`config.mk`:
```
export PLATFORM = sky130hd
export DESIGN_NAME = gyro_frame_serdes
export DESIGN_NICKNAME = d
export VERILOG_FILES = /design/src/rtl/gyro_frame_serdes.sv
export SDC_FILE = /design/constraint.sdc
export NUM_CORES = 1
export LEC_CHECK = 0
export ABC_AREA = 0
export BUFFER_PORTS_ARGS = -buffer_cell sky130_fd_sc_hd__buf_4
export CAP_MARGIN = 20
export CORE_AREA = 2 2 125 127
export DETAILED_ROUTE_END_ITERATION = 10
export DIE_AREA = 0 0 127 129
export GPL_TIMING_DRIVEN = 0
export PLACE_DENSITY_LB_ADDON = 0.1
export SLEW_MARGIN = 20
export SYNTH_ARGS = -nofsm -noshare
export SYNTH_HDL_FRONTEND = slang
export SYNTH_SLANG_ARGS = --single-unit
```
`constraint.sdc`:
```
create_clock -name txclk -period 3.3 [get_ports txclk]
set_input_delay 0.33 -clock txclk [delete_from_list [all_inputs] [get_ports txclk]]
set_output_delay 0.33 -clock txclk [all_outputs]
set_load 0.03 [all_outputs]
```
`src/rtl/gyro_frame_serdes.sv`:
```
// Frame-aligned serializer/deserializer for the gyro link: MSB-first TX frames with DSYNC, multi-lane RX into a small FIFO.
// Optional underrun counter enabled by defining GYRO_FRAME_SERDES_UNDERRUN_EN.
module gyro_frame_serdes #(
  parameter int TX_WIDTH = 48,
  parameter int RX_WIDTH = 16,
  parameter int RX_LANES = 1,
  parameter int RX_DPWR  = 2
) (
  input  logic                         txclk,
  input  logic                         tx_rstn,
  input  logic                         enable,
  input  logic                         out_en,
  input  logic                         in_en,
  input  logic                         loopback,
  input  logic                         clear,
  input  logic [TX_WIDTH-1:0]          tx_tdata,
  input  logic                         tx_tvalid,
  output logic                         tx_tready,
  input  logic [RX_LANES-1:0]          drx,
  output logic [RX_LANES*RX_WIDTH-1:0] rx_tdata,
  output logic                         rx_tvalid,
  input  logic                         rx_tready,
  output logic                         rx_tlast,
  output logic                         dtx,
  output logic                         dsync,
  output logic                         mck_en,
`ifdef GYRO_FRAME_SERDES_UNDERRUN_EN
  output logic [15:0]                  underrun_cnt,
`endif
  output logic                         rx_overflow
);

  localparam int FW    = $clog2(TX_WIDTH);
  localparam int WW    = $clog2(RX_WIDTH);
  localparam int DEPTH = 1 << RX_DPWR;
  localparam int PW    = RX_DPWR + 1;
  localparam int DW    = RX_LANES * RX_WIDTH;
  localparam logic [FW-1:0] FRAME_LAST = FW'(TX_WIDTH - 1);
  localparam logic [WW-1:0] WORD_LAST  = WW'(RX_WIDTH - 1);

  logic [FW-1:0]       frame_cnt_q, frame_cnt_d;
  logic [WW-1:0]       word_cnt_q, word_cnt_d;
  logic [TX_WIDTH-1:0] shift_q, shift_d;
  logic                tx_active_q, tx_active_d;
  logic                frame_end, word_end, tx_accept;

  logic [RX_LANES-1:0][RX_WIDTH-1:0] rx_sr_q, rx_word;
  logic [RX_LANES-1:0] rx_src;
  logic [DW:0]         mem_q [DEPTH];
  logic [DW:0]         head;
  logic [PW-1:0]       wr_q, wr_d, rd_q, rd_d;
  logic                full, push, pop, push_ok, drop;
  logic                rx_overflow_q, rx_overflow_d;

  assign frame_end = (frame_cnt_q == FRAME_LAST);
  assign word_end  = (word_cnt_q == WORD_LAST);
  assign tx_tready = out_en & frame_end;
  assign tx_accept = tx_tvalid & tx_tready;
  assign dsync     = frame_end;
  assign dtx       = shift_q[TX_WIDTH-1] & tx_active_q & enable;
  assign mck_en    = enable & (tx_active_q | ~out_en);

  // TX: reload at the frame boundary, otherwise shift while a word is in flight
  always_comb begin
    frame_cnt_d = frame_end ? '0 : frame_cnt_q + 1'b1;
    word_cnt_d  = word_end ? '0 : word_cnt_q + 1'b1;
    shift_d     = shift_q;
    tx_active_d = tx_active_q;
    if (frame_end) begin
      tx_active_d = tx_accept;
      if (tx_accept) shift_d = tx_tdata;
    end else if (tx_active_q) begin
      shift_d = {shift_q[TX_WIDTH-2:0], 1'b0};
    end
  end

  // RX: the pushed word includes the bit sampled in the boundary cycle itself
  assign rx_src = loopback ? {RX_LANES{dtx}} : drx;
  always_comb begin
    for (int k = 0; k < RX_LANES; k++) begin
      rx_word[k] = {rx_sr_q[k][RX_WIDTH-2:0], rx_src[k]};
    end
  end

  assign rx_tvalid = (wr_q != rd_q);
  assign full      = ((wr_q - rd_q) == PW'(DEPTH));
  assign pop       = rx_tvalid & rx_tready;
  assign push      = word_end & in_en;
  assign push_ok   = push & (~full | pop);
  assign drop      = push & full & ~pop;
  assign head      = mem_q[rd_q[RX_DPWR-1:0]];
  assign {rx_tlast, rx_tdata} = rx_tvalid ? head : '0;
  assign rx_overflow = rx_overflow_q;

  always_comb begin
    wr_d          = push_ok ? wr_q + 1'b1 : wr_q;
    rd_d          = pop ? rd_q + 1'b1 : rd_q;
    rx_overflow_d = rx_overflow_q;
    if (drop) rx_overflow_d = 1'b1;
    else if (clear) rx_overflow_d = 1'b0;
  end

  always_ff @(posedge txclk or negedge tx_rstn) begin
    if (!tx_rstn) begin
      frame_cnt_q   <= '0;
      word_cnt_q    <= '0;
      shift_q       <= '0;
      tx_active_q   <= 1'b0;
      wr_q          <= '0;
      rd_q          <= '0;
      rx_overflow_q <= 1'b0;
    end else begin
      frame_cnt_q   <= frame_cnt_d;
      word_cnt_q    <= word_cnt_d;
      shift_q       <= shift_d;
      tx_active_q   <= tx_active_d;
      wr_q          <= wr_d;
      rd_q          <= rd_d;
      rx_overflow_q <= rx_overflow_d;
    end
  end

  // Data-only storage; validity comes from the reset pointers
  always_ff @(posedge txclk) begin
    rx_sr_q <= rx_word;
    if (push_ok) mem_q[wr_q[RX_DPWR-1:0]] <= {frame_end, rx_word};
  end

`ifdef GYRO_FRAME_SERDES_UNDERRUN_EN
  logic [15:0] underrun_q, underrun_d;
  logic        underrun_evt;

  assign underrun_evt = frame_end & out_en & tx_active_q & ~tx_tvalid;
  assign underrun_cnt = underrun_q;

  always_comb begin
    underrun_d = underrun_q;
    if (clear) underrun_d = underrun_evt ? 16'd1 : 16'd0;
    else if (underrun_evt && underrun_q != 16'hFFFF) underrun_d = underrun_q + 16'd1;
  end

  always_ff @(posedge txclk or negedge tx_rstn) begin
    if (!tx_rstn) underrun_q <= '0;
    else          underrun_q <= underrun_d;
  end
`endif

endmodule

```
==> run metrics <==
Avg Cell Area, Syn 13.9 um^2; port bufs 80; routed wl met3 around 800 um; Design Area, Final about 7300 um^2; Seq/Total Area, Yosys 0.680; htree depth 4; failing checks negative hold slack; Required @ worst endpoint approximately 3.4 ns; Die ar. ~16000 um^2; GRT Total Usage 0.146; Synth Cell Area ~5900 um^2; total wire length about 11000 um; nets@finish just under 600; depth of the most critical reg-to-reg path 8; max cap viols 0; IO Count between 80 and 90; vias per cell 4.87; Synth Area in Compound Gates 0.117; leading cell types in the layout, fill and taps excluded 80 x buf_4, 68 x edfxtp_1, 66 x dfrtp_1; Post-Synth Adder-Cell Area 0.0192; layout cells sized above 1 0.295; fin crit share 0.947; FMAX 320 MHz; DR iter-0 viols 182; global-route wire length before repair roughly 18000 um; total gr overflow 0; Post-Syn Nets slightly below 500; relative slew slack 0.432; worst-skew pair later-pin latency 0.41 ns; Met2 Wirelength 5370 um; DIE WIDTH between 100 and 150 um; R2R setup slack between 0.15 and 0.2 ns; unrepaired setup endpoints after global routing yes; Top Layer Used met4; met1 WL 4850 um; simple-gate area share of the yosys netlist 0.0467; Starting Density 0.392; critical path class flip-flop to flip-flop; RR Startpoint rd_q[1]$_DFFE_PN0N_; CTS tree done; pwr dens 760 nW/um^2; Core Util, Final 0.486; drc violations 0; worst hold slack -0.00584 ns; Synth area leaders edfxtp_1 35%, dfrtp_1 28%, mux4_2 6.5%, dfxtp_1 5.1%, o22ai_1 5.0%; initial antenna violation count 0; FFs w/ async S/R, synth 0.443; CTS Hold Buffers Added 0; Total Power 5.53 mW; largest family of logic cells by synthesized area compound AO/OA/AOI/OAI gates; fill count 1353; area grow syn2layout 24.1%; Pre-Repair DR Iteration Count 4; Cells after Synth 423; Final setup viols 0; final hold violation count 3; Most used DFF post-synth edfxtp_1; synth unique cells 39; multi-input logic area 1580 um^2; Non-Filler Instances roughly 720; measured slew at the worst slew-check pin ~0.85 ns; Hold Crit Class input port to asynchronous set/reset pin; largest net degree at the start of global routing between 60 and 70; Rows 45; detail-routed net length per standard cell about 15 um; Worst-path clk slew around 0.060 ns; commonest non-fill, non-tap cell in the layout buf_4; count of flip-flops with a built-in enable after synthesis 68; YS warnings 0; TritonCTS Buffers 17; post-place instance area ~6700 um^2; Max clock buf depth 2; Register Area 3990 um^2; Final min period about 3.1 ns; CTS Sinks between 100 and 150; die height roughly 130 um; outcome finished, violations left; Synth area leader edfxtp_1; Cells after DPL about 700; Detail Route Antenna Nets 0; n_diodes 0; Yosys reg bits ~150; Final GP Congestion ~0.73; share of the synthesized area in the top cell type 0.348; vias roughly 3500; Worst Skew ~0.007 ns; Worst Setup SP rd_q[1]$_DFFE_PN0N_; crit path max fanout 17; Static Leak slightly above 3 nW; Arrival @ worst endpoint approximately 3.2 ns; xor and xnor area share after synthesis 0.0119; DP HPWL ~7300 um; Root Buffer clkbuf_16; Slew Limit Fails 0; Core ar. about 15000 um^2; maximum vdd drop ~370 uV; Worst setup SP type flip-flop; Crit. End Element flip-flop; vias in the first global route 3654; proportion of synthesized area in mux cells 0.0710
[where the power goes]
group	internal, mW	switching (mW)
clock network	1.04	0.754
logic	0.705	0.913
registers	2.04	0.0781
[critical path, stage by stage, from the launching register on]
cell and delay (ns):
dfrtp_1 0.34, clkbuf_2 0.29, clkbuf_2 0.38, inv_1 0.09, ha_1 0.18, nor2b_1 0.30, nor3_1 0.19, a221oi_2 0.43
and2_2 0.54
[state kept, by name, indices dropped and copies added, names as in the netlist]
signal       flops
wr_q             3
rx_sr_q         15
tx_active_q      1
mem_q           68
word_cnt_q       4
rd_q             3
rx_overflow      1
frame_cnt_q      6
shift_q         48
[kinds of logic (layout without fill, tap and decap cells)]
kind of cell    after synthesis  in the layout
flops                       149            149
compound gates              111            111
buf+inv                      78            190
simple gates                 48             48
mux                          20             20
fa+ha+maj                     9              9
xor+xnor                      8              8
[metal layers]
layer,vias to the layer above,global-route usage
li1,1725,-
met1,1714,0.173
met2,71,0.239
met3,10,0.0669
met4,0,0.0485
met5,-,0
[Yosys cell counts, types with 2 or more instances]
master / instances
mux4_2: 17
xor2_1: 4
inv_1: 56
dfxtp_1: 15
nor2b_1: 2
a21oi_2: 9
nor3_1: 4
buf_2: 5
o21ai_0: 4
xnor2_1: 4
nand2b_1: 2
a21o_1: 2
nand2_1: 5
ha_1: 9
o22ai_1: 47
buf_6: 2
nand3_1: 3
nor2_1: 4
a21oi_1: 41
buf_1: 3
mux2_2: 3
and2_1: 23
edfxtp_1: 68
clkbuf_1: 11
dfrtp_1: 66
[timing repair]
action / 4_1_cts / 5_1_grt
endpoints found under the setup margin: 86 / 68
gates resized for setup: 5 / 5
buffers inserted: 0 / 0
[final cells by class]
class                           count  share of cell area
Inverter                           56              0.0289
Sequential cell                   149               0.548
Clock inverter                     14              0.0175
Clock buffer                       18              0.0589
Multi-Input combinational cell    196               0.217
Timing Repair Buffer               80              0.0824
Tap cell                          188              0.0323
Buffer                             22              0.0151
[per-stage QoR]
stage               setup TNS (ns)  worst slack (ns)
floorplan                        0             0.173
global placement            -50.46             -1.12
detailed placement          -40.08            -0.747
CTS                              0           0.00169
global route                 -2.36           -0.0759
finish                           0             0.173
[worst paths after layout]
kind                                           endpoint
max in group asynchronous       word_cnt_q[0]$_DFF_PN0_
worst min-delay path            shift_q[40]$_DFFE_PN0P_
min in group txclk              rx_overflow$_DFFE_PN0P_
worst min register to register       rx_sr_q[6]$_DFF_P_
worst max register to register    mem_q[2][6]$_DFFE_PP_
worst max-delay path              mem_q[2][6]$_DFFE_PP_
Power figures use the tool's default switching activity.
